**config.mk**
```make
export PLATFORM = sky130hd
export DESIGN_NAME = ber_test_ctrl
export DESIGN_NICKNAME = d
export VERILOG_FILES = /design/src/rtl/ber_pkg.sv /design/src/rtl/ber_test_ctrl_lock_qualifier.sv /design/src/rtl/ber_test_ctrl.sv
export SDC_FILE = /design/constraint.sdc
export NUM_CORES = 1
export LEC_CHECK = 0
export CAP_MARGIN = 20
export CORE_UTILIZATION = 40
export DETAILED_ROUTE_END_ITERATION = 8
export PLACE_DENSITY = 0.71
export REMOVE_ABC_BUFFERS = 1
export SLEW_MARGIN = 15
export SYNTH_ARGS = -nofsm -noshare
export SYNTH_HDL_FRONTEND = slang
export SYNTH_HIERARCHICAL = 1
export SYNTH_SLANG_ARGS = --single-unit
```
**constraint.sdc**
```tcl
create_clock -name clk -period 3.4 [get_ports clk]
set_input_delay 0.51 -clock clk [delete_from_list [all_inputs] [get_ports clk]]
set_output_delay 0.51 -clock clk [all_outputs]
set_load 0.01 [all_outputs]
```
**src/rtl/ber_pkg.sv**
```systemverilog
// Shared definitions for the BER test controller: FSM state encoding and
// the status codes reported when a run finishes.
package ber_pkg;

    typedef enum logic [2:0] {
        S_IDLE,
        S_RST,
        S_ACQ,
        S_MEAS,
        S_DONE
    } ber_state_e;

    localparam logic [1:0] ST_OK      = 2'd0;
    localparam logic [1:0] ST_TIMEOUT = 2'd1;
    localparam logic [1:0] ST_LOST    = 2'd2;
    localparam logic [1:0] ST_ABORT   = 2'd3;

endpackage

```
**src/rtl/ber_test_ctrl_lock_qualifier.sv**
```systemverilog
// Counts consecutive cycles where lock_i equals polarity_i and flags the
// cycle in which the QUAL-th matching sample arrives.
module lock_qualifier #(
    parameter int QUAL = 16
) (
    input  logic clk,
    input  logic reset,
    input  logic clear_i,
    input  logic polarity_i,
    input  logic lock_i,
    output logic qualified_o
);

    localparam int CW = $clog2(QUAL + 1);

    logic [CW-1:0] cnt_q;
    logic          match;

    assign match       = (lock_i == polarity_i);
    assign qualified_o = match && (cnt_q == CW'(QUAL - 1));

    // cnt_q holds how many matching samples preceded the current cycle
    always_ff @(posedge clk) begin
        if (reset || clear_i || !match) begin
            cnt_q <= '0;
        end else if (cnt_q != CW'(QUAL - 1)) begin
            cnt_q <= cnt_q + 1'b1;
        end
    end

endmodule

```
**src/rtl/ber_test_ctrl.sv**
```systemverilog
// Sequences a PRBS checker through reset, lock acquisition and a windowed
// error measurement, then reports saturating totals and a status code.
module ber_test_ctrl
    import ber_pkg::*;
#(
    parameter int WIDTH        = 8,
    parameter int CNT_W        = 32,
    parameter int LOCK_QUAL    = 16,
    parameter int LOCK_TIMEOUT = 4096,
    parameter int RST_CYC      = 2
) (
    input  logic             clk,
    input  logic             reset,
    input  logic             start_i,
    input  logic             abort_i,
    input  logic [CNT_W-1:0] window_len_i,
    input  logic [WIDTH-1:0] chk_err_num_i,
    input  logic             chk_lock_i,
    output logic             chk_reset_o,
    output logic             chk_en_o,
    output logic             busy_o,
    output logic             done_o,
    output logic [1:0]       status_o,
    output logic [CNT_W-1:0] err_total_o,
    output logic [CNT_W-1:0] word_total_o
);

    localparam int RC_W = $clog2(RST_CYC + 1);
    localparam int AC_W = $clog2(LOCK_TIMEOUT + 1);

    ber_state_e       state_q, state_d;
    logic [1:0]       status_q, status_d;
    logic [CNT_W-1:0] errTotal_q, errTotal_d;
    logic [CNT_W-1:0] wordTotal_q, wordTotal_d;
    logic [CNT_W-1:0] windowLen_q, windowLen_d;
    logic [RC_W-1:0]  rstCnt_q, rstCnt_d;
    logic [AC_W-1:0]  acqCnt_q, acqCnt_d;
    logic             chkReset_q, chkEn_q, busy_q, done_q;

    logic             qualified;
    logic             qualClear;
    logic [CNT_W:0]   errSum;
    logic [CNT_W-1:0] errSat;
    logic [CNT_W-1:0] wordNext;

    // One qualifier serves both lock acquisition and lock-loss detection
    assign qualClear = !(state_q == S_ACQ || state_q == S_MEAS) ||
                       (state_q == S_ACQ && qualified);

    lock_qualifier #(.QUAL(LOCK_QUAL)) u_qual (
        .clk         (clk),
        .reset       (reset),
        .clear_i     (qualClear),
        .polarity_i  (state_q == S_ACQ),
        .lock_i      (chk_lock_i),
        .qualified_o (qualified)
    );

    assign errSum   = {1'b0, errTotal_q} + (CNT_W+1)'(chk_err_num_i);
    assign errSat   = errSum[CNT_W] ? '1 : errSum[CNT_W-1:0];
    assign wordNext = wordTotal_q + 1'b1;

    always_comb begin
        state_d     = state_q;
        status_d    = status_q;
        errTotal_d  = errTotal_q;
        wordTotal_d = wordTotal_q;
        windowLen_d = windowLen_q;
        rstCnt_d    = rstCnt_q;
        acqCnt_d    = acqCnt_q;
        case (state_q)
            S_IDLE, S_DONE: begin
                if (start_i && !abort_i) begin
                    windowLen_d = window_len_i;
                    errTotal_d  = '0;
                    wordTotal_d = '0;
                    status_d    = ST_OK;
                    rstCnt_d    = '0;
                    state_d     = S_RST;
                end
            end
            S_RST: begin
                if (abort_i) begin
                    state_d  = S_DONE;
                    status_d = ST_ABORT;
                end else if (rstCnt_q == RC_W'(RST_CYC - 1)) begin
                    acqCnt_d = '0;
                    state_d  = S_ACQ;
                end else begin
                    rstCnt_d = rstCnt_q + 1'b1;
                end
            end
            S_ACQ: begin
                if (abort_i) begin
                    state_d  = S_DONE;
                    status_d = ST_ABORT;
                end else if (qualified) begin
                    status_d = ST_OK;
                    state_d  = (windowLen_q == '0) ? S_DONE : S_MEAS;
                end else if (acqCnt_q == AC_W'(LOCK_TIMEOUT - 1)) begin
                    state_d  = S_DONE;
                    status_d = ST_TIMEOUT;
                end else begin
                    acqCnt_d = acqCnt_q + 1'b1;
                end
            end
            S_MEAS: begin
                if (abort_i) begin
                    state_d  = S_DONE;
                    status_d = ST_ABORT;
                end else begin
                    errTotal_d  = errSat;
                    wordTotal_d = wordNext;
                    if (wordNext == windowLen_q) begin
                        state_d  = S_DONE;
                        status_d = ST_OK;
                    end else if (qualified) begin
                        state_d  = S_DONE;
                        status_d = ST_LOST;
                    end
                end
            end
            default: state_d = S_IDLE;
        endcase
    end

    // Outputs are decoded from the next state so they line up with state_q
    always_ff @(posedge clk) begin
        if (reset) begin
            state_q     <= S_IDLE;
            status_q    <= ST_OK;
            errTotal_q  <= '0;
            wordTotal_q <= '0;
            windowLen_q <= '0;
            rstCnt_q    <= '0;
            acqCnt_q    <= '0;
            chkReset_q  <= 1'b1;
            chkEn_q     <= 1'b0;
            busy_q      <= 1'b0;
            done_q      <= 1'b0;
        end else begin
            state_q     <= state_d;
            status_q    <= status_d;
            errTotal_q  <= errTotal_d;
            wordTotal_q <= wordTotal_d;
            windowLen_q <= windowLen_d;
            rstCnt_q    <= rstCnt_d;
            acqCnt_q    <= acqCnt_d;
            chkReset_q  <= (state_d == S_IDLE) || (state_d == S_RST);
            chkEn_q     <= (state_d == S_ACQ) || (state_d == S_MEAS);
            busy_q      <= (state_d == S_RST) || (state_d == S_ACQ) ||
                           (state_d == S_MEAS);
            done_q      <= (state_d == S_DONE) && (state_q != S_DONE);
        end
    end

    assign chk_reset_o  = chkReset_q;
    assign chk_en_o     = chkEn_q;
    assign busy_o       = busy_q;
    assign done_o       = done_q;
    assign status_o     = status_q;
    assign err_total_o  = errTotal_q;
    assign word_total_o = wordTotal_q;

endmodule

```
==> results of run 1 <==
## Yosys cell counts (3+ instances only)
cell type / instances / share of area [%]
a211oi_1: 4 / 0.42
a21o_1: 5 / 0.52
a21oi_1: 100 / 7.0
a311oi_1: 14 / 1.7
a31o_2: 3 / 0.37
a31oi_1: 14 / 1.2
and2_1: 8 / 0.70
and3_1: 16 / 1.4
and4_1: 5 / 0.61
and4_2: 3 / 0.42
buf_2: 4 / 0.28
buf_4: 3 / 0.31
buf_6: 3 / 0.47
clkbuf_1: 42 / 2.2
dfxtp_1: 125 / 35
ha_1: 13 / 2.3
inv_1: 24 / 1.3
mux2i_1: 6 / 0.83
nand2_1: 135 / 7.0
nand3_1: 38 / 2.6
nand4_1: 12 / 1.0
nor2_1: 89 / 4.6
nor2b_1: 3 / 0.26
nor3_1: 31 / 2.2
nor3b_1: 4 / 0.42
nor4_1: 14 / 1.2
o21a_1: 8 / 0.83
o21ai_0: 59 / 4.1
o22ai_1: 3 / 0.26
o31ai_1: 4 / 0.42
or3_1: 7 / 0.61
or4_1: 4 / 0.42
xnor2_1: 45 / 5.5
xor2_1: 26 / 3.2
## power breakdown
| part | leakage, nW | total, mW | internal [mW] | switching, mW |
|---|---|---|---|---|
| logic | 2.13 | 0.261 | 0.120 | 0.142 |
| registers | 1.01 | 1.51 | 1.49 | 0.0241 |
| clock network | 0.295 | 1.88 | 1.24 | 0.643 |
| total | 3.44 | 3.65 | 2.84 | 0.809 |
## cells in the final DEF (no fill, tap or decap), types with 16 or more instances in the layout
master             n
xor2_1            26
nor2_1            88
nand3_1           37
xnor2_1           45
inv_1             24
and3_1            16
buf_4             57
nand2_1          135
clkdlybuf4s50_1  113
nor3_1            31
dfxtp_1          125
a21oi_1          100
o21ai_0           58
clkbuf_16         17
## logic make-up (layout without fill, tap and decap cells)
family	Yosys count	after routing	share of synthesized area, %
XOR/XNOR	71	71	8.64
flip-flops	125	125	34.8
AND/OR/NAND/NOR	396	396	27.6
multiplexers	7	7	0.991
adder cells (fa/ha/maj)	14	14	2.54
AO/OA/AOI/OAI	240	240	20.2
buffers and inverters	81	226	5.16
## registers in the layout (all words and copies together) (netlist names)
signal	count
err_total_o	32
windowLen_q	32
word_total_o	32
acqCnt_q	13
u_qual/cnt_q	5
state_q	3
rstCnt_q	2
status_o	2
busy_o	1
chk_en_o	1
chk_reset_o	1
done_o	1
## worst paths after layout
kind | endpoint | from | depth (start not counted)
max | busy_o | word_total_o[0] | 12
min reg2reg | windowLen_q[9] | windowLen_q[9] | 2
max reg2reg | busy_o | word_total_o[0] | 12
min | windowLen_q[9] | windowLen_q[9] | 2
## timing repair
item	4_1_cts	5_1_grt
gates resized for setup	0	5
setup buffers	0	0
hold endpoints to repair	0	0
endpoints found under the setup margin	0	6
## metrics by stage
step           TNS (ns)  worst slack [ns]  instances  util [%]
2_1_floorplan     -2.65            -0.381        877         -
3_3_place_gp          0            0.0224       1273      50.4
3_5_place_dp     -0.105           -0.0633       1273      50.4
4_1_cts               0            0.0503       1304      53.8
5_1_grt               0            0.0154       1304      53.9
6_report              0             0.155       1304      53.9
## cell type report
class / instances / share of cell area, %
Inverter: 24 / 0.959
Sequential cell: 125 / 26.7
Clock buffer: 23 / 4.88
Clock inverter: 8 / 1.49
Timing Repair Buffer: 171 / 16.7
Tap cell: 225 / 3.00
Multi-Input combinational cell: 728 / 46.4
## routing by layer
layer	share of wire, %	up-vias
li1	-	3595
met1	45	3472
met2	46	307
met3	7.2	41
met4	2.1	0
met5	0	-
## critical path, stage by stage (launching register included)
cell and delay (ns):
dfxtp_1 0.31, ha_1 0.35, xor2_1 0.16, a311o_1 0.36
a2111oi_2 0.30, buf_4 0.16, o311ai_0 0.11, nor3_1 0.26
nand4_1 0.22, a2111oi_4 0.30, buf_4 0.20, nor3_4 0.05
o311a_1 0.36
==> summary.txt, run 1 <==
Run status
  – Status: complete, no violations

Clock network
  – Cts hold-fix bufs: 0
  – CTS clock-pin slew for the worst setup and hold paths: roughly 0.05 ns
  – Worst-skew pair later-pin latency: ~0.42 ns
  – CTS Buf Count: 17
  – # clock sinks: roughly 130
  – Clock Tree Buf Depth: 2
  – CTS tree: built
  – CTS root buf: clkbuf_16
  – Htree depth: 4

Timing
  – Final setup viols: 0
  – Slew at the pin with the worst max-slew slack: around 0.93 ns
  – Fmax: between 300 and 400 MHz
  – Setup Skew: a little over 0.01 ns
  – WHS: roughly 0.48 ns
  – Final critical-path required period: about 3.2 ns
  – Final hold vios: 0
  – Unrepaired setup endpoints after global routing: false
  – Final period util: ~95%
  – Max_slew headroom: between 30% and 40%
  – Slew Limit Fails: 0

Place
  – IO Port Bufs: ~110
  – Routability congestion estimate: ~0.91
  – DP HPWL: ~15000 um
  – Placed cell areas: 8780 um^2

Global routing
  – Total gr overflow: 0
  – GRT Total Usage: between 20% and 30%
  – Met1 Track Usage GR: a little under a third
  – Pin count of the biggest net entering global routing: 51
  – First-pass GRT wire length: ~35000 um
  – Initial antenna violation count: 0
  – GRT busiest layer: met2
  – Met3 Track Usage GR: under 10%
  – Met2 Resource Use GR: around two fifths
  – Vias in the first global route: 6886

Finish
  – Antenna Cells: 0
  – Layout cells sized above 1: 10.8%
  – P&R area growth vs syn: 30.5%
  – Register area: roughly 2500 um^2
  – Final instance area: approximately 9400 um^2
  – Final #Nets: 1126
  – Multi-input logic area: between 4000 and 5000 um^2
  – # fillers: about 1700

Power and ir drop
  – Lkg Pwr: around 3.4 nW
  – Pwr Total: 3.65 mW
  – Pwr dens: between 300 and 400 nW/um^2
  – Max VDD drop: 0.000339 V

Yosys
  – Async SR Flop Fraction: 0%
  – Yosys cell types: a little over 80
  – Avg Cell Area, Syn: a little under 8 um^2
  – Flip-flop and latch count after synthesis: roughly 130
  – Main synth FF type: dfxtp_1
  – Register area share after synthesis: a little over a third
  – EDFF count, synth: 0
  – Yosys warns: 6
  – Post-Syn Area: 7200 um^2
  – Post-Synthesis Cells: slightly above 900

Worst hold path
  – Hold WC Path Type: reg -> reg

Floorplanning
  – Initial Utilization: approximately two fifths
  – Die Y: around 140 um
  – CORE AREA: between 15000 and 20000 um^2
  – # IOs: 115
  – Die Area: 18500 um^2
  – Row cnt: 48
  – Chip Width: approximately 140 um

Critical path
  – R2R setup slack: between 0.15 and 0.2 ns
  – Crit. End Element: flip-flop
  – Crit path required time: roughly 3.7 ns
  – Critical path type: reg -> reg
  – Startpoint Class: flip-flop
  – Critical Path Fanout Max: 4
  – Worst path arrival time: ~3.6 ns

Routing
  – Routed Antenna Nets: 0
  – Drt pass-1 iters: 5
  – WL per Instance: between 15 and 20 um
  – Routed WL: between 20000 and 25000 um
  – Drc violations: 0
  – Initial DRC count: about 630
  – Vias post-DR: around 7400
  – Via-per-instance ratio: around 5.7

Job
  – Total of max-cap violations: 0
No activity file was read; power rests on OpenSTA's default activity.
==> inputs of run 2 (changes only) <==
- PLACE_DENSITY: 0.71 -> 0.63
==> run 2 against run 1 <==
- clock power is 3% higher
- first-iteration DRC count is 0.95% lower
- final cell count is 0.61% higher
- wire length is 0.38% higher
- worst setup slack better by 0.012 ns
- worst hold slack better by 0.0072 ns
- cell area is 1.2% higher
- combinational power hardly changed
- die area stayed put
- clock skew is 0.0019 ns higher
- critical endpoint unchanged
==> summary.txt, run 2 (same netlist as run 1, synthesis figures left out) <==
Routing
  – Vias post-DR: 7303 (was 7415)
  – Drt pass-1 iters: 5 (unchanged)
  – Routed Antenna Nets: 0 (unchanged)
  – WL per Instance: 16.6 um (about the same)
  – Drc violations: 0 (unchanged)
  – Routed WL: 21700 um (was 21600 um)
  – Via-per-instance ratio: 5.57 (was 5.69)
  – Initial DRC count: 627 (was 633)

Floorplanning
  – CORE AREA: 17400 um^2 (unchanged)
  – Die Y: 136 um (unchanged)
  – Chip Width: 136 um (unchanged)
  – Row cnt: 48 (unchanged)
  – Die Area: 18500 um^2 (unchanged)
  – Initial Utilization: 41.3% (unchanged)
  – # IOs: 115 (unchanged)

Clock network
  – CTS Buf Count: 17 (unchanged)
  – CTS tree: built (unchanged)
  – # clock sinks: 125 (unchanged)
  – Cts hold-fix bufs: 0 (unchanged)
  – Clock Tree Buf Depth: 2 (unchanged)
  – Htree depth: 4 (unchanged)
  – CTS root buf: clkbuf_16 (unchanged)
  – Worst-skew pair later-pin latency: 0.42 ns (about the same)
  – CTS clock-pin slew for the worst setup and hold paths: 0.05 ns (about the same)

Critical path
  – Worst path arrival time: 3.53 ns (was 3.55 ns)
  – Crit. End Element: flip-flop (unchanged)
  – R2R Path Start: state_q[1] (was word_total_o[0])
  – Startpoint Class: flip-flop (unchanged)
  – CP startpoint: state_q[1] (was word_total_o[0])
  – Critical path type: reg -> reg (unchanged)
  – Crit path required time: 3.70 ns (was 3.71 ns)
  – Critical Path Fanout Max: 6 (was 4)

Timing
  – Setup tns final: 0 ns (unchanged)
  – Slew at the pin with the worst max-slew slack: 0.969 ns (was 0.933 ns)
  – Slew Limit Fails: 0 (unchanged)
  – WHS: 0.490 ns (was 0.483 ns)
  – Max_slew headroom: 35.1% (was 37.6%)
  – Unrepaired setup endpoints after global routing: false (unchanged)
  – Final hold vios: 0 (unchanged)
  – Final period util: 95.1% (was 95.5%)
  – Fmax: 309 MHz (was 308 MHz)
  – Final setup viols: 0 (unchanged)
  – Final critical-path required period: 3.23 ns (was 3.25 ns)
  – Final setup margin: 0.167 ns (was 0.155 ns)
  – Setup Skew: 0.0122 ns (was 0.0103 ns)

Power and ir drop
  – Int Pwr: 2.87 mW (was 2.84 mW)
  – Switching share of power: 22.7% (was 22.2%)
  – Pwr dens: 390 nW/um^2 (was 389 nW/um^2)
  – Net Switching: 0.843 mW (was 0.809 mW)
  – Comb pwr share: 7.1% (was 7.2%)
  – Pwr Total: 3.71 mW (was 3.65 mW)
  – Share of power burned in registers: 40.8% (was 41.4%)
  – Clock power share: 52.1% (was 51.4%)
  – Max VDD drop: 0.000353 V (was 0.000339 V)
  – Lkg Pwr: 3.49 nW (was 3.44 nW)

Job
  – Total of max-cap violations: 0 (unchanged)

Place
  – Routability congestion estimate: 0.877 (was 0.906)
  – Post-Place Worst Slack: -0.112 ns (was -0.0633 ns)
  – DP HPWL: 15300 um (was 15200 um)
  – Placed cell areas: 8850 um^2 (was 8780 um^2)
  – Placed Instances: 1279 (was 1273)
  – IO Port Bufs: 114 (unchanged)

Global routing
  – First-pass GRT wire length: 34700 um (was 35100 um)
  – GRT Total Usage: 24.1% (was 24.0%)
  – Initial antenna violation count: 0 (unchanged)
  – Pin count of the biggest net entering global routing: 61 (was 51)
  – Vias in the first global route: 6599 (was 6886)
  – Total gr overflow: 0 (unchanged)

Finish
  – Commonest non-fill, non-tap cell in the layout: nand2_1 (unchanged)
  – Final #Nets: 1133 (was 1126)
  – Post-layout util: 54.5% (was 53.9%)
  – Layout cells sized above 1: 11.7% (was 10.8%)
  – Most frequent cells in the layout: nand2_1, dfxtp_1, clkdlybuf4s50_1 (unchanged)
  – Post-route insts no fill: 1312 (was 1304)
  – Final instance area: 9500 um^2 (was 9390 um^2)
  – Antenna Cells: 0 (unchanged)
  – P&R area growth vs syn: 32.0% (was 30.5%)

Worst hold path
  – Hold WC Path Type: reg -> reg (unchanged)
  – Hold Startpoint: windowLen_q[15] (was windowLen_q[9])

Run status
  – Status: complete, no violations (unchanged)
## run 2: cell types whose count changed in the layout (fill, tap and decap cells not counted), moves of 2 or more
cell | previous run | this run
clkinv_2 | 4 | 1
nand3_2 | 1 | 3
nand3_1 | 37 | 35
buf_4 | 57 | 62
clkbuf_8 | 1 | 5
clkinv_4 | 0 | 2
buf_12 | 0 | 2
clkbuf_1 | 5 | 2
## run 2: area by class of cell
class	count	area (um^2)
clock buffer	24	502
clock inverter	8	129
fill	1662	7920
inverter	24	90.1
multi-input combinational	728	4350
sequential	125	2500
tap	225	282
timing repair buffer	178	1640
## run 2: repair_timing
action,in CTS,in global routing
setup endpoints to repair,0,7
setup buffers,0,1
gates resized for setup,0,3
## run 2: path summary, 6_finish.rpt
check	end	slack, ns	cells after the start
max	busy_o	0.17	14
min	windowLen_q[15]	0.49	2
max reg2reg	busy_o	0.17	14
min reg2reg	windowLen_q[15]	0.49	2
## run 2: metal layers
| layer | routed length (um) | global-route usage, % | vias to the layer above |
|---|---|---|---|
| met5 | 0 | 0 | - |
| met4 | 206 | 5.74 | 0 |
| met3 | 1510 | 5.33 | 17 |
| met2 | 9860 | 38.2 | 253 |
| met1 | 10100 | 33.0 | 3421 |
| li1 | - | - | 3612 |
## run 2: power groups by stage
stage | sequential (mW) | combinational [mW] | clock [mW]
5_1_grt | 1.51 | 0.290 | 2.03
4_1_cts | 1.51 | 0.264 | 1.96
3_5_place_dp | 1.54 | 0.261 | 0
2_1_floorplan | 1.54 | 0.124 | 0
3_3_place_gp | 1.54 | 0.261 | 0
6_report | 1.51 | 0.264 | 1.93
## run 2: critical path, stage by stage, from the launching register on
cell and delay (ns):
dfxtp_1 0.43, and2b_2 0.23, nand2b_1 0.09, inv_1 0.14, xnor2_1 0.15, and2_1 0.17
inv_1 0.10, nor4_1 0.20, nand4_1 0.10, or4_1 0.54, o21ai_0 0.27, nor2_1 0.11
a21oi_1 0.20, inv_1 0.09, o311a_1 0.29
